===== src/rtl/stopwatch_ctrl_if.sv =====
// Purpose: control and display bundle for stopwatch_ctrl.
// Ports (signals):
//   tick_1hz, tick_2hz   : one-cycle rate enables (count / adjust)
//   pause_pulse          : one-cycle pause/resume request
//   clr_pulse            : one-cycle clear request
//   adj, sel             : adjust-mode level and field select (0=min, 1=sec)
//   min1, min0, sec1, sec0 : BCD time digits
//   running, blink_en, blink_sel : status for the display
interface stopwatch_ctrl_if;
  logic       tick_1hz;
  logic       tick_2hz;
  logic       pause_pulse;
  logic       clr_pulse;
  logic       adj;
  logic       sel;
  logic [2:0] min1;
  logic [3:0] min0;
  logic [2:0] sec1;
  logic [3:0] sec0;
  logic       running;
  logic       blink_en;
  logic       blink_sel;

  // Stimulus / controller side
  modport master (
    output tick_1hz, tick_2hz, pause_pulse, clr_pulse, adj, sel,
    input  min1, min0, sec1, sec0, running, blink_en, blink_sel
  );

  // Stopwatch side
  modport slave (
    input  tick_1hz, tick_2hz, pause_pulse, clr_pulse, adj, sel,
    output min1, min0, sec1, sec0, running, blink_en, blink_sel
  );
endinterface


===== src/rtl/stopwatch_ctrl.sv =====
// Purpose: BCD mm:ss stopwatch with run/pause/adjust control.
// Ports:
//   clk   : system clock, all state changes on the rising edge
//   rst_n : synchronous active-low reset
//   sw    : stopwatch_ctrl_if.slave (ticks, requests, digits, status)
module stopwatch_ctrl #(
  parameter int unsigned MAX_MIN = 59
) (
  input  logic             clk,
  input  logic             rst_n,
  stopwatch_ctrl_if.slave  sw
);

  localparam int unsigned W_TENS = 3;
  localparam int unsigned W_ONES = 4;
  localparam int unsigned MAX_M1 = MAX_MIN / 10;
  localparam int unsigned MAX_M0 = MAX_MIN % 10;

  typedef enum logic [1:0] {
    ST_RUN   = 2'd0,
    ST_PAUSE = 2'd1,
    ST_ADJ   = 2'd2
  } state_t;

  state_t              r_state;
  state_t              w_state_nxt;
  logic                r_was_paused;
  logic                w_was_paused_nxt;

  logic [W_TENS-1:0]   r_min1, r_sec1;
  logic [W_ONES-1:0]   r_min0, r_sec0;
  logic [W_TENS-1:0]   w_min1_nxt, w_sec1_nxt;
  logic [W_ONES-1:0]   w_min0_nxt, w_sec0_nxt;

  logic [W_TENS-1:0]   w_min1_inc, w_sec1_inc;
  logic [W_ONES-1:0]   w_min0_inc, w_sec0_inc;
  logic                w_sec_wrap;
  logic                w_min_wrap;

  logic                r_running;
  logic                r_blink_en;
  logic                r_blink_sel;

  // Wrap-aware +1 of each field, shared by counting and adjusting
  always_comb begin
    w_sec_wrap = (r_sec1 == W_TENS'(5)) && (r_sec0 == W_ONES'(9));
    w_min_wrap = (r_min1 == W_TENS'(MAX_M1)) && (r_min0 == W_ONES'(MAX_M0));

    w_sec1_inc = r_sec1;
    w_sec0_inc = r_sec0 + W_ONES'(1);
    if (r_sec0 == W_ONES'(9)) begin
      w_sec0_inc = '0;
      w_sec1_inc = w_sec_wrap ? '0 : r_sec1 + W_TENS'(1);
    end

    w_min1_inc = r_min1;
    w_min0_inc = r_min0 + W_ONES'(1);
    if (w_min_wrap) begin
      w_min1_inc = '0;
      w_min0_inc = '0;
    end else if (r_min0 == W_ONES'(9)) begin
      w_min0_inc = '0;
      w_min1_inc = r_min1 + W_TENS'(1);
    end
  end

  // Next state and next time, in priority clear > adj transition > pause > tick
  always_comb begin
    w_state_nxt      = r_state;
    w_was_paused_nxt = r_was_paused;
    w_min1_nxt       = r_min1;
    w_min0_nxt       = r_min0;
    w_sec1_nxt       = r_sec1;
    w_sec0_nxt       = r_sec0;

    if (sw.clr_pulse) begin
      w_min1_nxt = '0;
      w_min0_nxt = '0;
      w_sec1_nxt = '0;
      w_sec0_nxt = '0;
    end else if ((r_state != ST_ADJ) && sw.adj) begin
      w_state_nxt      = ST_ADJ;
      w_was_paused_nxt = (r_state == ST_PAUSE);
    end else if ((r_state == ST_ADJ) && !sw.adj) begin
      w_state_nxt = r_was_paused ? ST_PAUSE : ST_RUN;
    end else begin
      case (r_state)
        ST_RUN: begin
          if (sw.tick_1hz) begin
            w_sec1_nxt = w_sec1_inc;
            w_sec0_nxt = w_sec0_inc;
            if (w_sec_wrap) begin
              w_min1_nxt = w_min1_inc;
              w_min0_nxt = w_min0_inc;
            end
          end
          // Increment and pause may share an edge
          if (sw.pause_pulse) begin
            w_state_nxt = ST_PAUSE;
          end
        end
        ST_PAUSE: begin
          if (sw.pause_pulse) begin
            w_state_nxt = ST_RUN;
          end
        end
        ST_ADJ: begin
          // Field adjust wraps on its own, no carry across fields
          if (sw.tick_2hz) begin
            if (sw.sel) begin
              w_sec1_nxt = w_sec1_inc;
              w_sec0_nxt = w_sec0_inc;
            end else begin
              w_min1_nxt = w_min1_inc;
              w_min0_nxt = w_min0_inc;
            end
          end
        end
        default: begin
          w_state_nxt = ST_RUN;
        end
      endcase
    end
  end

  // State register
  always_ff @(posedge clk) begin
    if (!rst_n) begin
      r_state      <= ST_RUN;
      r_was_paused <= 1'b0;
    end else begin
      r_state      <= w_state_nxt;
      r_was_paused <= w_was_paused_nxt;
    end
  end

  // Time digits and status outputs, registered from next-state values
  always_ff @(posedge clk) begin
    if (!rst_n) begin
      r_min1      <= '0;
      r_min0      <= '0;
      r_sec1      <= '0;
      r_sec0      <= '0;
      r_running   <= 1'b1;
      r_blink_en  <= 1'b0;
      r_blink_sel <= 1'b0;
    end else begin
      r_min1      <= w_min1_nxt;
      r_min0      <= w_min0_nxt;
      r_sec1      <= w_sec1_nxt;
      r_sec0      <= w_sec0_nxt;
      r_running   <= (w_state_nxt == ST_RUN);
      r_blink_en  <= (w_state_nxt == ST_ADJ);
      r_blink_sel <= sw.sel;
    end
  end

  assign sw.min1      = r_min1;
  assign sw.min0      = r_min0;
  assign sw.sec1      = r_sec1;
  assign sw.sec0      = r_sec0;
  assign sw.running   = r_running;
  assign sw.blink_en  = r_blink_en;
  assign sw.blink_sel = r_blink_sel;

endmodule


===== src/flat_wrapper.sv =====
// flat-port wrapper written by rule: the top's interface ports become plain ports
module stopwatch_ctrl_flat 
#(
  parameter int unsigned MAX_MIN = 59
)
  (clk, rst_n, sw_tick_1hz, sw_tick_2hz, sw_pause_pulse, sw_clr_pulse, sw_adj, sw_sel, sw_min1, sw_min0, sw_sec1, sw_sec0, sw_running, sw_blink_en, sw_blink_sel);
  stopwatch_ctrl_if sw_i ();
  input  logic clk;
  input  logic rst_n;
  input wire logic [$bits(sw_i.tick_1hz)-1:0] sw_tick_1hz;
  input wire logic [$bits(sw_i.tick_2hz)-1:0] sw_tick_2hz;
  input wire logic [$bits(sw_i.pause_pulse)-1:0] sw_pause_pulse;
  input wire logic [$bits(sw_i.clr_pulse)-1:0] sw_clr_pulse;
  input wire logic [$bits(sw_i.adj)-1:0] sw_adj;
  input wire logic [$bits(sw_i.sel)-1:0] sw_sel;
  output wire logic [$bits(sw_i.min1)-1:0] sw_min1;
  output wire logic [$bits(sw_i.min0)-1:0] sw_min0;
  output wire logic [$bits(sw_i.sec1)-1:0] sw_sec1;
  output wire logic [$bits(sw_i.sec0)-1:0] sw_sec0;
  output wire logic [$bits(sw_i.running)-1:0] sw_running;
  output wire logic [$bits(sw_i.blink_en)-1:0] sw_blink_en;
  output wire logic [$bits(sw_i.blink_sel)-1:0] sw_blink_sel;
  assign sw_i.tick_1hz = sw_tick_1hz;
  assign sw_i.tick_2hz = sw_tick_2hz;
  assign sw_i.pause_pulse = sw_pause_pulse;
  assign sw_i.clr_pulse = sw_clr_pulse;
  assign sw_i.adj = sw_adj;
  assign sw_i.sel = sw_sel;
  assign sw_min1 = sw_i.min1;
  assign sw_min0 = sw_i.min0;
  assign sw_sec1 = sw_i.sec1;
  assign sw_sec0 = sw_i.sec0;
  assign sw_running = sw_i.running;
  assign sw_blink_en = sw_i.blink_en;
  assign sw_blink_sel = sw_i.blink_sel;
  stopwatch_ctrl #(.MAX_MIN(MAX_MIN)) u_core (.clk(clk), .rst_n(rst_n), .sw(sw_i));
endmodule

===== config.mk =====
export PLATFORM = sky130hd
export DESIGN_NAME = stopwatch_ctrl_flat
export DESIGN_NICKNAME = d
export VERILOG_FILES = /design/src/rtl/stopwatch_ctrl_if.sv /design/src/rtl/stopwatch_ctrl.sv /design/src/flat_wrapper.sv
export SDC_FILE = /design/constraint.sdc
export NUM_CORES = 1
export LEC_CHECK = 0
export CORE_MARGIN = 2
export CORE_UTILIZATION = 49
export DETAILED_ROUTE_END_ITERATION = 10
export HOLD_SLACK_MARGIN = 0.02
export PLACE_DENSITY = 0.78
export SYNTH_ARGS = -nofsm -noshare
export SYNTH_HDL_FRONTEND = slang
export SYNTH_SLANG_ARGS = --single-unit

===== constraint.sdc =====
create_clock -name clk -period 2.9 [get_ports clk]
set_clock_uncertainty 0.15 [all_clocks]
set_input_delay 0.725 -clock clk [delete_from_list [all_inputs] [get_ports clk]]
set_output_delay 0.725 -clock clk [all_outputs]
set_load 0.005 [all_outputs]

==> results.rst, run 1 <==
.. list-table::
   :header-rows: 1

   * - Metric
     - Value
   * - Syn-to-layout area delta
     - 25.75%
   * - Max incr delay on CP
     - 0.53 ns
   * - Vias
     - 1025
   * - Cell-by-cell listing of the critical path
     - clkdlybuf4s50_1 -> inv_1 -> ha_1 -> nand2b_1 -> a211o_1 -> or3b_1 -> a21oi_1
   * - Setup repair after global routing missed its margin
     - no
   * - Antenna diode instance count
     - 0
   * - Pin count of the biggest net entering global routing
     - 13
   * - Max-cap viol count
     - 0
   * - Slowest stage cell, crit path
     - sky130_fd_sc_hd__clkdlybuf4s50_1
   * - Die Area
     - 2689 µm²
   * - Vias per cell
     - 5.663
   * - Skew-Pair Late Insertion Delay
     - 0.29 ns
   * - Result of the run
     - finished clean
   * - Min cycle time layout
     - 2.494 ns
   * - Buffer levels on the longest clock path
     - 2
   * - Yosys top cell by area
     - sky130_fd_sc_hd__dfxtp_1
   * - Clock tree from TritonCTS
     - done
   * - Critical setup path kind
     - in -> reg
   * - Total setup buffers inserted after CTS
     - 0
   * - Measured slew at the worst slew-check pin
     - 0.3561 ns
   * - Logic depth of the worst path, buffers included
     - 7
   * - Maximum level of the CTS H-tree
     - 1
   * - Starting utilization of the core area
     - 51.23%
   * - Period Utilization, post-route
     - 86.00%
   * - Total iterations of the first detailed-routing run
     - 4
   * - Non-Filler Cell Area, Final
     - 1411 µm²
   * - Crit path arrival time
     - 2.58 ns
   * - Post-Synthesis Net Count
     - 144
   * - DP Wirelength
     - 1868 µm
   * - Chip Width
     - 51.86 µm
   * - Y dimension of the die
     - 51.86 µm
   * - Clock buffers created by TritonCTS
     - 3
   * - Number of cells on the worst reg-to-reg path
     - 6
   * - Fraction of post-synthesis cell area in the top cell type by area
     - 35.67%
   * - Global route overflow
     - 0
   * - Relative slew margins
     - 76.05%
   * - Gate family responsible for the most delay along the worst path
     - buffers and inverters
   * - Antenna violations before repair
     - 0
   * - CP Max Fanout
     - 6
   * - Share of final-layout standard cells stronger than drive strength 1
     - 3.922%
   * - IO Pins
     - 25
   * - Required time at the endpoint of the critical path
     - 2.99 ns
   * - Count of synthesis-stage warnings from yosys
     - 0
   * - Count of mapped cells out of synthesis
     - 128
   * - Final Setup Violations
     - 0
   * - Critical Path Sink Type
     - flip-flop
   * - Hold Slack
     - 0.3574 ns
   * - Leakage Power
     - 0.4797 nW
   * - Worst setup slack for register-to-register paths
     - 0.77 ns
   * - Core Box Area
     - 2191 µm²
   * - Post-synth design cell area
     - 1122 µm²
   * - Crit path buffers/inverters
     - 2
   * - Total routed wirelength
     - 2389 µm
   * - Hold Path Cell Cnt
     - 2
   * - Post-cts resize count
     - 0
   * - Number of core rows
     - 17
   * - CTS hold repair buffers
     - 0
   * - Total global-route track usage
     - 19.55%
   * - Wire length per cell after detailed routing
     - 13.20 µm
   * - Register bit count reported by yosys
     - 20
   * - Pwr/cell area
     - 340.6 nW/µm²
   * - DRC errors left
     - 0
   * - Number of sinks on the clock net
     - 20
   * - Clock edge transition at the registers on the reported setup and hold paths
     - 0.11 ns
   * - Worst vdd ir
     - 0.2746 mV
   * - Worst Hold Class
     - reg -> reg
   * - First-pass GRT wire length
     - 3988 µm
   * - Sequential-to-total area share from yosys stat
     - 35.67%
   * - Highest clock rate
     - 401.0 MHz
   * - Dominant cells by area after synthesis
     - sky130_fd_sc_hd__dfxtp_1 (36%), sky130_fd_sc_hd__ha_1 (8.9%), sky130_fd_sc_hd__a21oi_1 (5.4%), sky130_fd_sc_hd__o31ai_1 (3.3%), sky130_fd_sc_hd__nand3_1 (3.1%)
   * - Max Slew Vio Count
     - 0
   * - Nets
     - 171
   * - Final Hold Vio Count
     - 0
   * - Routability Congestion
     - 0.8120
   * - Post-synthesis cell type count
     - 35
   * - Synthesized area per cell
     - 8.768 µm²
   * - Number of global-route vias before repair
     - 933
   * - Cell chosen for the clock root
     - sky130_fd_sc_hd__clkbuf_4
   * - Critical Path Start Type
     - primary input
   * - Initial drt markers
     - 32
   * - Number of nets with antenna violations after routing
     - 0
   * - Post-route setup TNS
     - 0 ns
   * - Area of placed instances
     - 1389 µm²
   * - Number of I/O port buffers
     - 24
[kinds of logic after synthesis]
kind of cell    Yosys count  share of synthesized area, %
simple gates             47                         25.86
compound gates           36                         20.07
flops                    20                         35.67
buf+inv                  11                         4.459
fa+ha+maj                 8                         8.919
xor+xnor                  3                         2.342
mux                       3                         2.676
[flip-flops by register name, indices dropped and copies added (netlist names), named ones only]
register	flops
u_core.sw.sec1	3
u_core.sw.blink_en	1
u_core.sw.min1	3
u_core.sw.blink_sel	1
u_core.r_state	1
u_core.r_was_paused	1
u_core.sw.min0	4
u_core.sw.sec0	4
u_core.sw.running	1
[power by group]
part	total [mW]	switching (mW)	internal [mW]
clock network	0.129	0.0805	0.0483
registers	0.288	0.00706	0.281
logic	0.0640	0.0307	0.0332
total	0.481	0.118	0.362
[cell type report]
class	count	area [µm²]
tap	28	35.03
timing repair buffer	26	255.2
multi-input combinational	97	671.9
sequential	20	400.4
clock buffer	3	22.52
fill	184	779.5
inverter	7	26.28
[stage by stage]
step / worst slack, ns / total power, mW / std cells / util, %
5_1_grt: 0.3344 / 0.4987 / 181 / 64.42
3_3_place_gp: 0.1769 / 0.3559 / 178 / 63.39
4_1_cts: 0.4147 / 0.4858 / 181 / 64.42
3_5_place_dp: 0.1051 / 0.3572 / 178 / 63.39
2_1_floorplan: 0.7679 / 0.3288 / 128 / -
6_report: 0.4060 / 0.4807 / 181 / 64.42
[cells in the mapped netlist, drive strengths merged]
| cell type | n |
|---|---|
| nor4b | 1 |
| nor3 | 1 |
| nand3b | 2 |
| nand3 | 7 |
| nor2b | 3 |
| o21a | 1 |
| a22oi | 1 |
| or4 | 3 |
| or3b | 3 |
| mux2i | 3 |
| clkbuf | 2 |
| ha | 8 |
| nand2 | 5 |
| nor3b | 1 |
| and2 | 4 |
| xor2 | 1 |
| a211oi | 2 |
| or3 | 1 |
| o31ai | 5 |
| and3b | 1 |
| buf | 2 |
| a21o | 1 |
| o21ai | 7 |
| dfxtp | 20 |
| o31a | 2 |
| nor2 | 9 |
| a21oi | 12 |
| nand2b | 5 |
| inv | 7 |
| a31oi | 2 |
| nand4bb | 1 |
| a211o | 2 |
| xnor2 | 2 |
| a21boi | 1 |
[worst reg2reg max path, delay by kind of cell (launching register included)]
family	cells	cell delay [ns]
fa+ha+maj	1	0.31
compound gates	2	0.49
simple gates	3	0.60
flops	1	0.53
[layer usage]
layer | vias to the layer above | GRT usage, % | wire [µm]
met5 | - | 0 | 0
met1 | 476 | 23.78 | 1046
met3 | 4 | 3.448 | 112
met4 | 0 | 7.018 | 29
li1 | 511 | - | -
met2 | 34 | 34.18 | 1200
[worst paths after layout]
path	end	from
min reg2reg	u_core.sw.sec1[2]$_SDFFE_PP0P_	u_core.sw.sec1[2]$_SDFFE_PP0P_
max	u_core.sw.sec1[2]$_SDFFE_PP0P_	sw_adj
min	u_core.sw.sec1[2]$_SDFFE_PP0P_	u_core.sw.sec1[2]$_SDFFE_PP0P_
max reg2reg	u_core.sw.sec1[2]$_SDFFE_PP0P_	flip-flop
[placed cells by master (no fill, tap or decap), drive strengths merged]
master / n
a21o: 1
a211o: 2
a211oi: 2
o21ai: 7
a31oi: 2
and2: 4
or3b: 3
nor3b: 1
nor2b: 3
a21oi: 12
clkdlybuf4s50: 24
o31ai: 5
nand3: 7
xnor2: 2
ha: 8
nor2: 9
xor2: 1
nor3: 1
a21boi: 1
nand4bb: 1
inv: 7
nand3b: 2
nor4b: 1
dfxtp: 20
and3b: 1
nand2b: 5
nand2: 5
mux2i: 3
or4: 3
o31a: 2
buf: 2
o21a: 1
clkbuf: 3
or3: 1
a22oi: 1
No activity file was read; power rests on OpenSTA's default activity.
==> run 2: changes to the inputs <==
--- a/config.mk
+++ b/config.mk
@@ -9,7 +9,7 @@
 export CORE_UTILIZATION = 49
 export DETAILED_ROUTE_END_ITERATION = 10
 export HOLD_SLACK_MARGIN = 0.02
-export PLACE_DENSITY = 0.78
+export PLACE_DENSITY = 0.88
 export SYNTH_ARGS = -nofsm -noshare
 export SYNTH_HDL_FRONTEND = slang
 export SYNTH_SLANG_ARGS = --single-unit
==> results.rst, run 2 (synthesis results as in run 1) <==
.. list-table::
   :header-rows: 1

   * - Metric
     - Value
   * - Hold Slack
     - 0.3718 ns (was 0.3574 ns)
   * - Y dimension of the die
     - 51.86 µm (unchanged)
   * - Wire length per cell after detailed routing
     - 13.81 µm (was 13.20 µm)
   * - DRC errors left
     - 0 (unchanged)
   * - Global route overflow
     - 0 (unchanged)
   * - Number of I/O port buffers
     - 24 (unchanged)
   * - Max incr delay on CP
     - 0.54 ns (was 0.53 ns)
   * - End point of the worst hold path
     - u_core.sw.min0[3]$_SDFFE_PP0P_ (was u_core.sw.sec1[2]$_SDFFE_PP0P_)
   * - Max-cap viol count
     - 0 (unchanged)
   * - Vias per cell
     - 5.828 (was 5.663)
   * - Clock buffers created by TritonCTS
     - 3 (unchanged)
   * - Core Box Area
     - 2191 µm² (unchanged)
   * - Chip Width
     - 51.86 µm (unchanged)
   * - First-pass GRT wire length
     - 4160 µm (was 3988 µm)
   * - IO Pins
     - 25 (unchanged)
   * - Routability Congestion
     - 0.8061 (was 0.8120)
   * - CTS hold repair buffers
     - 0 (unchanged)
   * - Relative slew margins
     - 72.61% (was 76.05%)
   * - Measured slew at the worst slew-check pin
     - 0.4100 ns (was 0.3561 ns)
   * - Worst vdd ir
     - 0.2797 mV (was 0.2746 mV)
   * - Maximum level of the CTS H-tree
     - 1 (unchanged)
   * - Clock tree from TritonCTS
     - done (unchanged)
   * - Final Hold Vio Count
     - 0 (unchanged)
   * - DP Wirelength
     - 1869 µm (was 1868 µm)
   * - Cell-by-cell listing of the critical path
     - clkdlybuf4s50_1 -> inv_1 -> ha_1 -> nand2b_1 -> a211o_1 -> or3b_1 -> a21oi_1 (unchanged)
   * - Syn-to-layout area delta
     - 25.08% (was 25.75%)
   * - Gate family responsible for the most delay along the worst path
     - buffers and inverters (unchanged)
   * - Number of nets with antenna violations after routing
     - 0 (unchanged)
   * - Total global-route track usage
     - 20.68% (was 19.55%)
   * - Max Slew Vio Count
     - 0 (unchanged)
   * - Total setup buffers inserted after CTS
     - 0 (unchanged)
   * - Required time at the endpoint of the critical path
     - 2.99 ns (about the same)
   * - Die Area
     - 2689 µm² (unchanged)
   * - Post-route setup TNS
     - 0 ns (unchanged)
   * - Crit path arrival time
     - 2.59 ns (was 2.58 ns)
   * - End of the worst register-to-register path
     - u_core.sw.sec1[2]$_SDFFE_PP0P_ (unchanged)
   * - Combinational share of power
     - 13.2% (was 13.3%)
   * - Sequential cell fraction of total power
     - 59.5% (was 59.9%)
   * - Clock network fraction of design power
     - 27.3% (was 26.8%)
   * - Switching share of power
     - 25.33% (was 24.61%)
   * - Worst setup slack for register-to-register paths
     - 0.78 ns (was 0.77 ns)
   * - Skew-Pair Late Insertion Delay
     - 0.30 ns (was 0.29 ns)
   * - Antenna diode instance count
     - 0 (unchanged)
   * - Pwr/cell area
     - 345.1 nW/µm² (was 340.6 nW/µm²)
   * - Power spent charging and discharging nets
     - 0.1227 mW (was 0.1183 mW)
   * - Crit path buffers/inverters
     - 2 (unchanged)
   * - Starting utilization of the core area
     - 51.23% (unchanged)
   * - Highest clock rate
     - 399.7 MHz (was 401.0 MHz)
   * - Cell chosen for the clock root
     - sky130_fd_sc_hd__clkbuf_4 (unchanged)
   * - Initial drt markers
     - 20 (was 32)
   * - Post-cts resize count
     - 0 (unchanged)
   * - Internal Dissipation
     - 0.3618 mW (was 0.3624 mW)
   * - Clock edge transition at the registers on the reported setup and hold paths
     - 0.11 ns (about the same)
   * - Startpoint of the worst hold path
     - u_core.sw.min0[3]$_SDFFE_PP0P_ (was u_core.sw.sec1[2]$_SDFFE_PP0P_)
   * - Worst flop-to-flop path startpoint
     - u_core.r_state[1]$_SDFF_PN0_
   * - Final Setup Violations
     - 0 (unchanged)
   * - Hold Path Cell Cnt
     - 2 (unchanged)
   * - Slowest stage cell, crit path
     - sky130_fd_sc_hd__clkdlybuf4s50_1 (unchanged)
   * - Total iterations of the first detailed-routing run
     - 4 (unchanged)
   * - Share of final-layout standard cells stronger than drive strength 1
     - 3.289% (was 3.922%)
   * - Most used cells in the layout excluding fill and tap cells
     - sky130_fd_sc_hd__clkdlybuf4s50_1 (24), sky130_fd_sc_hd__dfxtp_1 (20), sky130_fd_sc_hd__a21oi_1 (12) (unchanged)
   * - Period Utilization, post-route
     - 86.27% (was 86.00%)
   * - Pin count of the biggest net entering global routing
     - 13 (unchanged)
   * - Vias
     - 1049 (was 1025)
   * - Critical setup path kind
     - in -> reg (unchanged)
   * - Min cycle time layout
     - 2.502 ns (was 2.494 ns)
   * - Number of global-route vias before repair
     - 999 (was 933)
   * - Number of core rows
     - 17 (unchanged)
   * - Critical Path Sink Type
     - flip-flop (unchanged)
   * - Number of sinks on the clock net
     - 20 (unchanged)
   * - Worst Hold Class
     - reg -> reg (unchanged)
   * - Nets
     - 170 (was 171)
   * - Critical Path Start Type
     - primary input (unchanged)
   * - Buffer levels on the longest clock path
     - 2 (unchanged)
   * - Setup repair after global routing missed its margin
     - no (unchanged)
   * - Most common library cell in the layout ignoring fill and taps
     - sky130_fd_sc_hd__clkdlybuf4s50_1 (unchanged)
   * - Number of cells on the worst reg-to-reg path
     - 6 (unchanged)
   * - Result of the run
     - finished clean (unchanged)
   * - Leakage Power
     - 0.4745 nW (was 0.4797 nW)
   * - CP Max Fanout
     - 6 (unchanged)
   * - Antenna violations before repair
     - 0 (unchanged)
   * - Total routed wirelength
     - 2486 µm (was 2389 µm)
## run 2: cell count changes in the layout (fill, tap and decap cells not counted)
cell,previous run,this run
sky130_fd_sc_hd__buf_4,2,1
## run 2: metrics by stage
step                std cells  utilization, %  worst slack [ns]  power (mW)  area [µm²]
finish                    180           64.08            0.3981      0.4845        1404
global route              180           64.08            0.2567      0.5005        1404
CTS                       180           64.08            0.4029      0.4841        1404
detailed placement        177           63.05           0.09278      0.3568        1381
global placement          177           63.05            0.1765      0.3542        1381
floorplan                 128               -            0.7679      0.3288        1122
## run 2: tightest hold or removal path, delay by kind of cell, from the launching register on
family	cells	cell delay, ns
AOI/OAI and AO/OA	2	0.13
DFF	1	0.35
## run 2: cell type report
class,instances,area (µm²)
multi-input cells,97,671.9
clock buffers,3,22.52
well taps,28,35.03
repair buffers,25,247.7
flip-flops and latches,20,400.4
fillers,188,787.0
inverters,7,26.28
## run 2: worst max path at each step
| stage | start | end | slack, ns | depth (start not counted) |
|---|---|---|---|---|
| global route | sw_adj | u_core.sw.sec1[2]$_SDFFE_PP0P_ | 0.26 | 7 |
| detailed placement | sw_adj | u_core.sw.sec1[2]$_SDFFE_PP0P_ | 0.09 | 7 |
| finish | sw_adj | u_core.sw.sec1[2]$_SDFFE_PP0P_ | 0.40 | 7 |
| global placement | sw_adj | u_core.sw.sec1[2]$_SDFFE_PP0P_ | 0.18 | 7 |
| floorplan | sw_adj | u_core.sw.sec1[2]$_SDFFE_PP0P_ | 0.77 | 6 |
| CTS | sw_adj | u_core.sw.sec1[2]$_SDFFE_PP0P_ | 0.40 | 7 |
## run 2: metal layers
layer | GRT usage [%] | vias up | routed length [µm]
met5 | 0 | - | 0
met4 | 10.09 | 0 | 53
met3 | 3.448 | 9 | 102
met2 | 36.71 | 35 | 1242
met1 | 23.73 | 496 | 1087
li1 | - | 509 | -
## run 2: power by group through the flow
stage / registers [mW] / clock network (mW) / logic (mW)
floorplan: 0.291 / 0 / 0.0380
global placement: 0.294 / 0 / 0.0604
detailed placement: 0.295 / 0 / 0.0623
CTS: 0.288 / 0.132 / 0.0636
global route: 0.289 / 0.141 / 0.0701
finish: 0.288 / 0.132 / 0.0642
==> run 3: changes to the inputs <==
--- a/config.mk
+++ b/config.mk
@@ -5,11 +5,13 @@
 export SDC_FILE = /design/constraint.sdc
 export NUM_CORES = 1
 export LEC_CHECK = 0
-export CORE_MARGIN = 2
+export CORE_ASPECT_RATIO = 1.1
+export CORE_MARGIN = 1
 export CORE_UTILIZATION = 49
 export DETAILED_ROUTE_END_ITERATION = 10
 export HOLD_SLACK_MARGIN = 0.02
 export PLACE_DENSITY = 0.88
+export SKIP_LAST_GASP = 1
 export SYNTH_ARGS = -nofsm -noshare
 export SYNTH_HDL_FRONTEND = slang
 export SYNTH_SLANG_ARGS = --single-unit
==> results.rst, run 3 (synthesis results as in run 1) <==
.. list-table::
   :header-rows: 1

   * - Metric
     - Value
   * - Worst setup slack for register-to-register paths
     - 0.74 ns (was 0.78 ns)
   * - Die Area
     - 2486 µm² (was 2689 µm²)
   * - Skew-Pair Late Insertion Delay
     - 0.30 ns (about the same)
   * - Crit path arrival time
     - 2.61 ns (was 2.59 ns)
   * - Starting utilization of the core area
     - 53.84% (was 51.23%)
   * - Post-cts resize count
     - 0 (unchanged)
   * - Clock edge transition at the registers on the reported setup and hold paths
     - 0.11 ns (about the same)
   * - Number of core rows
     - 17 (unchanged)
   * - Endpoint of the most critical setup path
     - u_core.sw.min0[1]$_SDFFE_PP0P_ (was u_core.sw.sec1[2]$_SDFFE_PP0P_)
   * - Leakage Power
     - 0.4745 nW (unchanged)
   * - Number of I/O port buffers
     - 24 (unchanged)
   * - Core Box Area
     - 2085 µm² (was 2191 µm²)
   * - Worst flop-to-flop path startpoint
     - u_core.r_state[1]$_SDFF_PN0_ (unchanged)
   * - Period Utilization, post-route
     - 87.25% (was 86.27%)
   * - DRC errors left
     - 0 (unchanged)
   * - Max-cap viol count
     - 0 (unchanged)
   * - Buffer levels on the longest clock path
     - 2 (unchanged)
   * - Highest clock rate
     - 395.2 MHz (was 399.7 MHz)
   * - Total global-route track usage
     - 22.65% (was 20.68%)
   * - Vias
     - 1029 (was 1049)
   * - Most used cells in the layout excluding fill and tap cells
     - sky130_fd_sc_hd__clkdlybuf4s50_1 (24), sky130_fd_sc_hd__dfxtp_1 (20), sky130_fd_sc_hd__a21oi_1 (12) (unchanged)
   * - Critical Path Sink Type
     - flip-flop (unchanged)
   * - Number of nets with antenna violations after routing
     - 0 (unchanged)
   * - Total routed wirelength
     - 2482 µm (was 2486 µm)
   * - Met2 Track Usage GR
     - 39.04% (was 36.71%)
   * - Syn-to-layout area delta
     - 25.08% (unchanged)
   * - Post-route setup TNS
     - 0 ns (unchanged)
   * - Routability Congestion
     - 0.8072 (was 0.8061)
   * - Worst Hold Class
     - reg -> reg (unchanged)
   * - Min cycle time layout
     - 2.530 ns (was 2.502 ns)
   * - CTS hold repair buffers
     - 0 (unchanged)
   * - Initial drt markers
     - 33 (was 20)
   * - Maximum level of the CTS H-tree
     - 1 (unchanged)
   * - Y dimension of the die
     - 52.20 µm (was 51.86 µm)
   * - Pin count of the biggest net entering global routing
     - 13 (unchanged)
   * - DP Wirelength
     - 1931 µm (was 1869 µm)
   * - Antenna diode instance count
     - 0 (unchanged)
   * - Cell-by-cell listing of the critical path
     - clkdlybuf4s50_1 -> inv_1 -> ha_1 -> nand2b_1 -> a21o_1 -> or4_1 -> a21oi_1 (was clkdlybuf4s50_1 -> inv_1 -> ha_1 -> nand2b_1 -> a211o_1 -> or3b_1 -> a21oi_1)
   * - Global route overflow
     - 0 (unchanged)
   * - Required time at the endpoint of the critical path
     - 2.98 ns (was 2.99 ns)
   * - Relative slew margins
     - 74.66% (was 72.61%)
   * - Overall power
     - 0.4822 mW (was 0.4845 mW)
   * - Number of cells after detailed placement
     - 177 (unchanged)
   * - Cell chosen for the clock root
     - sky130_fd_sc_hd__clkbuf_4 (unchanged)
   * - Max Slew Vio Count
     - 0 (unchanged)
   * - Final Hold Vio Count
     - 0 (unchanged)
   * - First-pass GRT wire length
     - 3988 µm (was 4160 µm)
   * - Critical Path Start Type
     - primary input (unchanged)
   * - Setup repair after global routing missed its margin
     - no (unchanged)
   * - Filler cells
     - 195 (was 188)
   * - Max incr delay on CP
     - 0.52 ns (was 0.54 ns)
   * - Chip Width
     - 47.63 µm (was 51.86 µm)
   * - Total setup buffers inserted after CTS
     - 0 (unchanged)
   * - Number of sinks on the clock net
     - 20 (unchanged)
   * - Most common library cell in the layout ignoring fill and taps
     - sky130_fd_sc_hd__clkdlybuf4s50_1 (unchanged)
   * - Pwr/cell area
     - 343.4 nW/µm² (was 345.1 nW/µm²)
   * - Wire length per cell after detailed routing
     - 13.79 µm (was 13.81 µm)
   * - IO Pins
     - 25 (unchanged)
   * - Worst vdd ir
     - 0.2441 mV (was 0.2797 mV)
   * - Antenna violations before repair
     - 0 (unchanged)
   * - Result of the run
     - finished clean (unchanged)
   * - Core occupancy in the finished layout
     - 67.35% (was 64.08%)
   * - Number of cells on the worst reg-to-reg path
     - 6 (unchanged)
   * - Global routing usage on met1
     - 25.59% (was 23.73%)
   * - Final Setup Violations
     - 0 (unchanged)
   * - Busiest layer in global routing
     - met2 (unchanged)
   * - Clock tree from TritonCTS
     - done (unchanged)
   * - Measured slew at the worst slew-check pin
     - 0.3794 ns (was 0.4100 ns)
   * - Hold Slack
     - 0.3684 ns (was 0.3718 ns)
   * - Slowest stage cell, crit path
     - sky130_fd_sc_hd__clkdlybuf4s50_1 (unchanged)
   * - Final non-filler cell total
     - 180 (unchanged)
   * - Critical setup path kind
     - in -> reg (unchanged)
   * - Clock buffers created by TritonCTS
     - 3 (unchanged)
   * - Nets
     - 170 (unchanged)
   * - End of the worst register-to-register path
     - u_core.sw.min0[1]$_SDFFE_PP0P_ (was u_core.sw.sec1[2]$_SDFFE_PP0P_)
   * - Vias per cell
     - 5.717 (was 5.828)
   * - CP Max Fanout
     - 7 (was 6)
   * - Start point of the critical path
     - sw_adj (unchanged)
   * - Global Route met3 Usage
     - 4.138% (was 3.448%)
   * - Total iterations of the first detailed-routing run
     - 4 (unchanged)
   * - Number of global-route vias before repair
     - 949 (was 999)
   * - Share of final-layout standard cells stronger than drive strength 1
     - 3.289% (unchanged)
-- run 3: final cells by class --
cell class                      instances  area, µm²  share of cell area, %
Sequential cell                        20      400.4                  28.52
Timing Repair Buffer                   25      247.7                  17.65
Multi-Input combinational cell         97      671.9                  47.86
Inverter                                7      26.28                  1.872
Tap cell                               28      35.03                  2.496
Clock buffer                            3      22.52                  1.604
-- run 3: power by group --
group          switching (mW)  leakage [nW]  internal, mW
clock                  0.0825        0.0138        0.0484
combinational          0.0306         0.299        0.0322
sequential            0.00756         0.162         0.281
-- run 3: per-layer routing --
layer | part of all wire [%] | vias up
li1 | - | 509
met1 | 42 | 486
met2 | 52 | 28
met3 | 4.2 | 6
met4 | 1.6 | 0
met5 | 0 | -
-- run 3: how the worst min path moves through the flow --
stage / start / end / slack [ns] / cells past startpoint
2_1_floorplan: u_core.r_was_paused$_SDFFE_PN0P_ / u_core.r_was_paused$_SDFFE_PN0P_ / 0.33 / 2
3_3_place_gp: u_core.sw.sec1[2]$_SDFFE_PP0P_ / u_core.sw.sec1[2]$_SDFFE_PP0P_ / 0.34 / 2
3_5_place_dp: u_core.sw.sec1[2]$_SDFFE_PP0P_ / u_core.sw.sec1[2]$_SDFFE_PP0P_ / 0.35 / 2
4_1_cts: u_core.sw.sec1[2]$_SDFFE_PP0P_ / u_core.sw.sec1[2]$_SDFFE_PP0P_ / 0.37 / 2
5_1_grt: u_core.sw.sec1[2]$_SDFFE_PP0P_ / u_core.sw.sec1[2]$_SDFFE_PP0P_ / 0.41 / 2
6_report: u_core.sw.sec1[2]$_SDFFE_PP0P_ / u_core.sw.sec1[2]$_SDFFE_PP0P_ / 0.37 / 2
-- run 3: stage by stage --
| stage | instance area, µm² | setup WS (ns) |
|---|---|---|
| global route | 1404 | 0.3351 |
| detailed placement | 1381 | 0.09338 |
| global placement | 1381 | 0.1779 |
| CTS | 1404 | 0.4067 |
| finish | 1404 | 0.3697 |
| floorplan | 1122 | 0.7679 |
-- run 3: worst max-delay path: cells and delay by family --
| kind | cells | cell delay [ns] |
|---|---|---|
| AND/OR/NAND/NOR | 2 | 0.60 |
| buffers and inverters | 2 | 0.58 |
| AO/OA/AOI/OAI | 2 | 0.42 |
| adder cells (fa/ha/maj) | 1 | 0.28 |
